$ cat config.mk
export PLATFORM = sky130hd
export DESIGN_NAME = md5_dsm_writer
export DESIGN_NICKNAME = d
export VERILOG_FILES = /design/src/rtl/md5_dsm_writer.sv
export SDC_FILE = /design/constraint.sdc
export NUM_CORES = 1
export LEC_CHECK = 0
export CELL_PAD_IN_SITES_DETAIL_PLACEMENT = 0
export CELL_PAD_IN_SITES_GLOBAL_PLACEMENT = 1
export CORE_AREA = 3 3 319 321
export DETAILED_ROUTE_END_ITERATION = 8
export DIE_AREA = 0 0 322 324
export GPL_TIMING_DRIVEN = 0
export PLACE_DENSITY = 0.73
export REMOVE_ABC_BUFFERS = 1
export SYNTH_ARGS = -nofsm -noshare
export SYNTH_HDL_FRONTEND = slang
export SYNTH_SLANG_ARGS = --single-unit
export TNS_END_PERCENT = 100
$ cat constraint.sdc
create_clock -name clk -period 3.5 [get_ports clk]
set_input_delay 0.7 -clock clk [delete_from_list [all_inputs] [get_ports clk]]
set_output_delay 0.7 -clock clk [all_outputs]
set_load 0.005 [all_outputs]
$ cat src/rtl/md5_dsm_writer.sv
// Writes a 64-byte job status line to the host DSM area on each job completion,
// then waits for the tagged write response. Holds one pending event and gives up after a response timeout.
module md5_dsm_writer #(
  parameter int unsigned TIMEOUT_CYCLES = 4096,
  parameter logic [7:0]  MDATA_TAG      = 8'hD5
) (
  input  logic           clk,
  input  logic           reset_n,
  input  logic [41:0]    dsm_base,
  input  logic           done_valid,
  input  logic [31:0]    done_job_id,
  input  logic           done_error,
  input  logic [127:0]   done_digest,
  input  logic           c1_tx_almfull,
  output logic           c1_tx_valid,
  output logic [41:0]    c1_tx_addr,
  output logic [15:0]    c1_tx_mdata,
  output logic [511:0]   c1_tx_data,
  input  logic           c1_rx_wrrsp_valid,
  input  logic [15:0]    c1_rx_mdata,
  output logic           busy,
  output logic [31:0]    wr_seq,
  output logic           overflow,
  output logic           timeout
);

  localparam int TW = $clog2(TIMEOUT_CYCLES + 1);
  localparam logic [TW-1:0] TIMER_LAST = TW'(TIMEOUT_CYCLES - 1);

  typedef enum logic [1:0] {IDLE, ISSUE, WAIT_RSP} state_t;

  state_t state, next_state;

  logic [TW-1:0]  timer;
  logic [31:0]    act_job;
  logic           act_err;
  logic [127:0]   act_digest;
  logic           pend_valid;
  logic [31:0]    pend_job;
  logic           pend_err;
  logic [127:0]   pend_digest;

  logic [15:0]    exp_mdata;
  logic [511:0]   status_line;
  logic           rsp_hit, rsp_match, time_up, fire;
  logic           take_pend, take_done, store_pend, drop;

  always_ff @(posedge clk or negedge reset_n) begin
    if (!reset_n) state <= IDLE;
    else          state <= next_state;
  end

  // ISSUE lasts two cycles when writing: one to decide, one with c1_tx_valid high.
  always_comb begin
    next_state = state;
    case (state)
      IDLE:     if (pend_valid || done_valid) next_state = ISSUE;
      ISSUE:    if (c1_tx_valid) next_state = WAIT_RSP;
                else if (dsm_base == '0) next_state = IDLE;
      WAIT_RSP: if (rsp_match || time_up) next_state = IDLE;
      default:  next_state = IDLE;
    endcase
  end

  always_comb begin
    exp_mdata  = {MDATA_TAG, wr_seq[7:0]};
    rsp_hit    = c1_rx_wrrsp_valid && (c1_rx_mdata == exp_mdata);
    rsp_match  = (state == WAIT_RSP) && rsp_hit;
    time_up    = (state == WAIT_RSP) && !rsp_hit && (timer == TIMER_LAST);
    fire       = (state == ISSUE) && !c1_tx_valid && (dsm_base != '0) && !c1_tx_almfull;
    take_pend  = (state == IDLE) && pend_valid;
    take_done  = (state == IDLE) && !pend_valid && done_valid;
    store_pend = done_valid && !take_done && (!pend_valid || take_pend);
    drop       = done_valid && !take_done && !store_pend;
    busy       = (state != IDLE) || pend_valid;

    status_line          = '0;
    status_line[0]       = 1'b1;
    status_line[1]       = act_err;
    status_line[63:32]   = wr_seq + 32'd1;
    status_line[95:64]   = act_job;
    status_line[255:128] = act_digest;
  end

  always_ff @(posedge clk or negedge reset_n) begin
    if (!reset_n) begin
      act_job     <= '0;
      act_err     <= 1'b0;
      act_digest  <= '0;
      pend_valid  <= 1'b0;
      pend_job    <= '0;
      pend_err    <= 1'b0;
      pend_digest <= '0;
      timer       <= '0;
      c1_tx_valid <= 1'b0;
      c1_tx_addr  <= '0;
      c1_tx_mdata <= '0;
      c1_tx_data  <= '0;
      wr_seq      <= '0;
      overflow    <= 1'b0;
      timeout     <= 1'b0;
    end else begin
      if (take_pend) begin
        act_job    <= pend_job;
        act_err    <= pend_err;
        act_digest <= pend_digest;
      end else if (take_done) begin
        act_job    <= done_job_id;
        act_err    <= done_error;
        act_digest <= done_digest;
      end

      if (store_pend) begin
        pend_valid  <= 1'b1;
        pend_job    <= done_job_id;
        pend_err    <= done_error;
        pend_digest <= done_digest;
      end else if (take_pend) begin
        pend_valid  <= 1'b0;
      end

      if (drop) overflow <= 1'b1;

      c1_tx_valid <= fire;
      if (fire) begin
        c1_tx_addr  <= dsm_base;
        c1_tx_mdata <= exp_mdata;
        c1_tx_data  <= status_line;
      end

      if (state == WAIT_RSP) timer <= timer + 1'b1;
      else                   timer <= '0;

      if (rsp_match) wr_seq  <= wr_seq + 32'd1;
      if (time_up)   timeout <= 1'b1;
    end
  end

endmodule
==> impl_metrics.yaml, run 1 <==
detailed_routing:
  initialDrtViolationCount: 1143
  postRouteAntennaNets: 0
  routed_wl_mm: 78.5
  route.detailed.wl_per_inst_um: 19.4
  drt_pass1_iterations: 4
  dr_total_vias: 18821
  remaining_drc_errors: 0
  vias_per_cell: 4.65
run_status:
  outcome: "finished, final reports clean"
synthesis:
  synth-seq-cells: 617
  yosysSeqAreaShare: 0.557
  synth_top_cell_area_share: 0.557
  yosysMostFrequentCell: "sky130_fd_sc_hd__dfrtp_1"
  synthesized_area_divided_by_synthesized_cell_count_sq_um: 12.4
  synth.distinct_cells: 47
  synthTopCellsByArea: "sky130_fd_sc_hd__dfrtp_1 56%, sky130_fd_sc_hd__mux2_2 16%, sky130_fd_sc_hd__buf_4 9.1%, sky130_fd_sc_hd__o22ai_1 7.2%, sky130_fd_sc_hd__a21oi_1 2.9%"
  synthArstFlopShare: 1.00
  postSynth.topFlopCell: "sky130_fd_sc_hd__dfrtp_1"
  synthDominantAreaCellType: "sky130_fd_sc_hd__dfrtp_1"
  synth.cell_area_sq_um: 27700
  post_synth_most_frequent_cells: "617 x sky130_fd_sc_hd__dfrtp_1, 398 x sky130_fd_sc_hd__mux2_2, 336 x sky130_fd_sc_hd__buf_4"
  synth_edf_count: 0
  postSynthCellCount: 2232
  ys_warn_count: 0
power:
  pwr_density_cell_nw_per_um2: 900
  max_rail_drop_vdd_mv: 0.586
  p_leak_nw: 15.0
floorplan:
  die_footprint_sq_um: 104000
  chipHeight_um: 324
  core_area_sq_um: 99600
  rows: 116
  die_width_um: 322
  initial_core_util: 0.279
  num_io_pins: 830
global_route:
  grt_start_max_net_pins: 114
  grt_first_pass_wirelength_mm: 117
  groute.usage.overall: 0.144
  grt_antenna_before_repair: 10
  first_global_vias: 18297
  remaining_overflow_grt: 0
worst_setup_path:
  timing.critical_path.buf_inv: 2
  critical_path_peak_fanout: 94
  critical_path.slowest_cell: "sky130_fd_sc_hd__nor4_2"
  critPathLaunchType: "input port"
  critical_path.max_stage_delay_ps: 710
  crit_path_max_delay_family: "simple AND/OR/NAND/NOR gates"
  timing.critical_path.cells: "clkdlybuf4s50_1 -> nor4_2 -> nand4_1 -> o31a_1 -> nand2_8 -> buf_16 -> mux2_2"
  worst-endpoint-required_ps: 3990
  cp.arrival_ps: 3870
  worst_setup_path_end_kind: "flop"
  timing_worst_setup_path_type: "input port to flop"
timing:
  worst_slack_ps: 124
  final_hold_violating_endpoints: 0
  share_of_the_clock_period_used_by_the_worst_path_after_layout: 0.965
  report.final.slew_viol_count: 0
  final.setup_skew_ps: 22.3
  grt_setup_unrepaired: "false"
  setup_total_negative_slack_ps: 0
  timing.fmax_mhz: 296
  max_slew.worst_pin.slew_ps: 1130
  post-route-min-period_ps: 3380
  setup_failing_eps_final: 0
  timing.max_slew.rel_slack: 0.242
clock_tree:
  clock_latency_of_the_later_clocked_register_in_the_worst_skew_pair_ps: 630
  cts.sink_count: 617
  cts_tree: "yes"
  cts.path.max_buffers: 3
  numCtsBuffers: 73
  cts-htree-levels: 3
  root_cell_of_the_clock_tree: "sky130_fd_sc_hd__clkbuf_16"
  clkSlewWorstSetupHoldPaths_ps: 60
cells_and_area:
  final_util: 0.358
  final_layout_size_suffix_gt1_frac: 0.205
  finish.cell_count_without_fillers: 4048
  layout-area-overhead-vs-synth_pct: 28.4
  nets: 2918
place:
  placed_cells_incl_taps: 3909
  port-buffer-count: 508
  detailedPlacementHpwl_mm: 50.8
  post-place-ws_ps: -866
  gpl_congestion: 0.752
job:
  max_cap_violations: 0
min_path:
  min_path_type: "flop to flop"
==> where the power goes <==
part / total (W) / internal (W) / switching, W
sequential: 0.0123 / 0.0104 / 0.00189
clock: 0.00781 / 0.00466 / 0.00315
combinational: 0.0119 / 0.00668 / 0.00525
total: 0.0320 / 0.0217 / 0.0103
==> cell usage in the layout, fill, tap and decap left out, types with 5 or more instances in the layout <==
| cell type | instances |
|---|---|
| sky130_fd_sc_hd__xnor2_1 | 35 |
| sky130_fd_sc_hd__clkbuf_16 | 73 |
| sky130_fd_sc_hd__xor2_1 | 44 |
| sky130_fd_sc_hd__dfrtp_1 | 617 |
| sky130_fd_sc_hd__nor4_1 | 10 |
| sky130_fd_sc_hd__buf_16 | 17 |
| sky130_fd_sc_hd__clkbuf_8 | 16 |
| sky130_fd_sc_hd__clkinv_4 | 5 |
| sky130_fd_sc_hd__conb_1 | 321 |
| sky130_fd_sc_hd__nand4_1 | 11 |
| sky130_fd_sc_hd__nand3_1 | 18 |
| sky130_fd_sc_hd__o22ai_1 | 319 |
| sky130_fd_sc_hd__bufinv_16 | 6 |
| sky130_fd_sc_hd__buf_12 | 7 |
| sky130_fd_sc_hd__clkdlybuf4s50_1 | 506 |
| sky130_fd_sc_hd__nand2_1 | 29 |
| sky130_fd_sc_hd__a21oi_1 | 162 |
| sky130_fd_sc_hd__mux2_2 | 398 |
| sky130_fd_sc_hd__nor3_1 | 7 |
| sky130_fd_sc_hd__clkbuf_1 | 14 |
| sky130_fd_sc_hd__nor2_1 | 40 |
| sky130_fd_sc_hd__clkinv_2 | 5 |
| sky130_fd_sc_hd__mux2_1 | 5 |
| sky130_fd_sc_hd__and3_1 | 12 |
==> sequential cells by signal, summed over array words and instances (netlist names), 13 cells and up <==
register / flops
c1_tx_addr: 42
timer: 13
wr_seq: 32
pend_digest: 128
act_job: 32
c1_tx_data: 194
act_digest: 128
pend_job: 32
==> cell type report <==
| class | count | area (sq um) |
|---|---|---|
| fillers | 9740 | 64000 |
| flip-flops and latches | 617 | 15400 |
| multi-input cells | 1458 | 10300 |
| repair buffers | 537 | 5770 |
| clock buffers | 103 | 2100 |
| well taps | 1298 | 1620 |
| clock inverters | 26 | 359 |
| inverters | 5 | 26.3 |
| diodes | 4 | 10.0 |
==> layer usage <==
metal  GRT usage  up-vias  part of all wire  wire (um)
li1            -     8389                 -          -
met1       0.188     9739              0.42      33300
met2       0.234      577              0.49      38600
met3      0.0334      108             0.061       4780
met4      0.0526        8             0.022       1730
met5           0        -           0.00084         66
==> cells by family after synthesis <==
group                      Yosys count  synth area share
buffers and inverters              477             0.119
AOI/OAI and AO/OA                  490             0.103
xor gates and xnor gates            79            0.0249
adders and majority gates            3           0.00126
other                                1          0.000135
muxes                              404             0.164
and+or+nand+nor                    161            0.0310
DFF                                617             0.557
==> metrics by stage <==
stage	power [W]	instance area, sq um	hold slack, ps
finish	0.0320	35600	466
global placement	0.0233	32400	451
detailed placement	0.0243	33000	455
global route	0.0340	35600	494
floorplan	0.0187	25700	404
CTS	0.0324	35500	467
==> repair_timing <==
item	in CTS	in global routing
cloned	1	0
hold buffers	1	0
resized for setup	1	0
hold endpoints to repair	46	0
setup buffers	0	4
pin swaps	0	1
endpoints found under the setup margin	196	77
==> worst paths after layout <==
path | cells after the start | slack [ps] | start | endpoint
min in group asynchronous | 2 | 590 | reset_n | c1_tx_addr[13]
max reg2reg | 9 | 580 | state[0] | act_job[18]
max | 7 | 120 | dsm_base[1] | c1_tx_data[131]
max in group asynchronous | 5 | 1100 | reset_n | act_digest[13]
min reg2reg | 1 | 470 | overflow | overflow
min | 1 | 470 | overflow | overflow
Power figures use the tool's default switching activity.
==> run 2: changes to the inputs <==
- REMOVE_ABC_BUFFERS: 1 -> not set
==> impl_metrics.yaml, run 2 (synthesized netlist as in run 1, its figures left out) <==
run_status:
  outcome: "finished, final reports clean"
worst_setup_path:
  critical_path_peak_fanout: 10
  critical_path.slowest_cell: "sky130_fd_sc_hd__nor4_1"
  cp.arrival_ps: 3850
  cp_common_cell: "sky130_fd_sc_hd__buf_6"
  worst_setup_path_end_kind: "flop"
  timing.critical_path.cells: "clkdlybuf4s50_1 -> nor4_1 -> nand4_1 -> o31a_1 -> nand2_2 -> buf_6 -> buf_6 -> mux2_2"
  worst-endpoint-required_ps: 4000
  timing_worst_setup_path_type: "input port to flop"
  critPathLaunchType: "input port"
  critical_path.max_stage_delay_ps: 1090
floorplan:
  chipHeight_um: 324
  die_width_um: 322
  num_io_pins: 830
  die_footprint_sq_um: 104000
  core_area_sq_um: 99600
  rows: 116
  initial_core_util: 0.279
place:
  detailedPlacementHpwl_mm: 66.3
  post-place-ws_ps: -500
  port-buffer-count: 507
  gpl_congestion: 0.798
detailed_routing:
  dr_total_vias: 20054
  remaining_drc_errors: 0
  drt_pass1_iterations: 5
  routed_wl_mm: 90.3
  postRouteAntennaNets: 0
  initialDrtViolationCount: 1422
  route.detailed.wl_per_inst_um: 20.1
  vias_per_cell: 4.46
global_route:
  groute.usage.overall: 0.166
  grt_start_max_net_pins: 118
  met3_usage_grt: 0.0491
  grtUsageMet1: 0.214
  grt_util_met2: 0.271
  top_usage_layer: "met2"
  grt_first_pass_wirelength_mm: 131
  first_global_vias: 19706
  remaining_overflow_grt: 0
  grt_antenna_before_repair: 13
timing:
  grt_setup_unrepaired: "false"
  timing.max_slew.rel_slack: 0.127
  final.setup_skew_ps: 30.1
  report.final.slew_viol_count: 0
  worst_hold_slack_ps: 43.6
  timing.fmax_mhz: 299
  post-route-min-period_ps: 3350
  max_slew.worst_pin.slew_ps: 1300
  worst_slack_ps: 154
  share_of_the_clock_period_used_by_the_worst_path_after_layout: 0.956
  setup_failing_eps_final: 0
  final_hold_violating_endpoints: 0
clock_tree:
  cts_post_setup_buffers_inserted: 0
  cts.sink_count: 617
  cts_tree: "yes"
  cts_hold_buffers: 0
  numCtsBuffers: 74
  clkSlewWorstSetupHoldPaths_ps: 60
  clock_latency_of_the_later_clocked_register_in_the_worst_skew_pair_ps: 630
  post_cts_resize_count: 0
  cts.path.max_buffers: 3
  root_cell_of_the_clock_tree: "sky130_fd_sc_hd__clkbuf_16"
  cts-htree-levels: 3
power:
  pwr_density_cell_nw_per_um2: 860
  max_rail_drop_vdd_mv: 0.465
  p_leak_nw: 16.9
job:
  max_cap_violations: 0
cells_and_area:
  layout-area-overhead-vs-synth_pct: 38.4
  layout_common_cells: "617 x sky130_fd_sc_hd__dfrtp_1, 506 x sky130_fd_sc_hd__clkdlybuf4s50_1, 398 x sky130_fd_sc_hd__mux2_2, 336 x sky130_fd_sc_hd__buf_4, 321 x sky130_fd_sc_hd__conb_1"
  fill_cell_total_of_the_finished_layout: 9618
  largest_reg_flops: 194
  registers.top_by_ff_count: "c1_tx_data"
  layout_top_registers: "c1_tx_data (194), act_digest (128), pend_digest (128)"
  nets: 3367
  most_frequent_standard_cell_in_the_layout_excluding_fill_and_tap_cells: "sky130_fd_sc_hd__dfrtp_1"
  final_layout_size_suffix_gt1_frac: 0.292
min_path:
  min_path_type: "input port to asynchronous set/reset pin"
-- run 2: report_power, final --
part	total, W	internal [W]	switching [W]
combinational	0.0124	0.00685	0.00559
sequential	0.0124	0.0104	0.00198
clock	0.00821	0.00504	0.00317
total	0.0330	0.0223	0.0107
-- run 2: worst max-delay path, delay by kind of cell --
family | cells | cell delay [ps]
and+or+nand+nor | 3 | 1410
buffers and inverters | 3 | 930
AOI/OAI and AO/OA | 1 | 400
muxes | 1 | 360
-- run 2: metrics by stage --
stage / TNS [ps] / cells / cell area [sq um] / power [W] / utilization
after global routing: 0 / 4493 / 38400 / 0.0350 / 0.385
final: 0 / 4499 / 38400 / 0.0330 / 0.386
after detailed placement: -87030 / 4363 / 35800 / 0.0250 / 0.360
after floorplan: 0 / 2552 / 28900 / 0.0192 / -
after global placement: - / 4357 / 35600 / 0.0248 / 0.358
after CTS: 0 / 4491 / 38400 / 0.0334 / 0.385
-- run 2: cell type report --
type	instances	area, sq um	share of cell area
tap	1298	1620	0.0423
clock inverter	28	415	0.0108
sequential	617	15400	0.402
buffer	472	3270	0.0852
multi-input combinational	1458	10200	0.266
clock buffer	100	2150	0.0561
antenna	8	20.0	0.000521
inverter	5	18.8	0.000489
timing repair buffer	513	5250	0.137
-- run 2: final timing paths --
kind	from	endpoint	slack (ps)	cells past startpoint
setup / recovery	dsm_base[11]	c1_tx_data[252]	150	8
hold / removal	reset_n	c1_tx_data[217]	40	1
setup reg to reg	state[0]	act_digest[126]	300	7
hold reg to reg	timeout	timeout	470	1
max in group asynchronous	reset_n	c1_tx_mdata[0]	1680	4
min in group clk	timeout	timeout	470	1
-- run 2: routing by layer --
layer | up-vias | part of all wire | routed length (um)
li1 | 9295 | - | -
met1 | 9947 | 0.42 | 38200
met2 | 670 | 0.48 | 43200
met3 | 136 | 0.073 | 6550
met4 | 6 | 0.027 | 2400
met5 | - | 0.00051 | 46
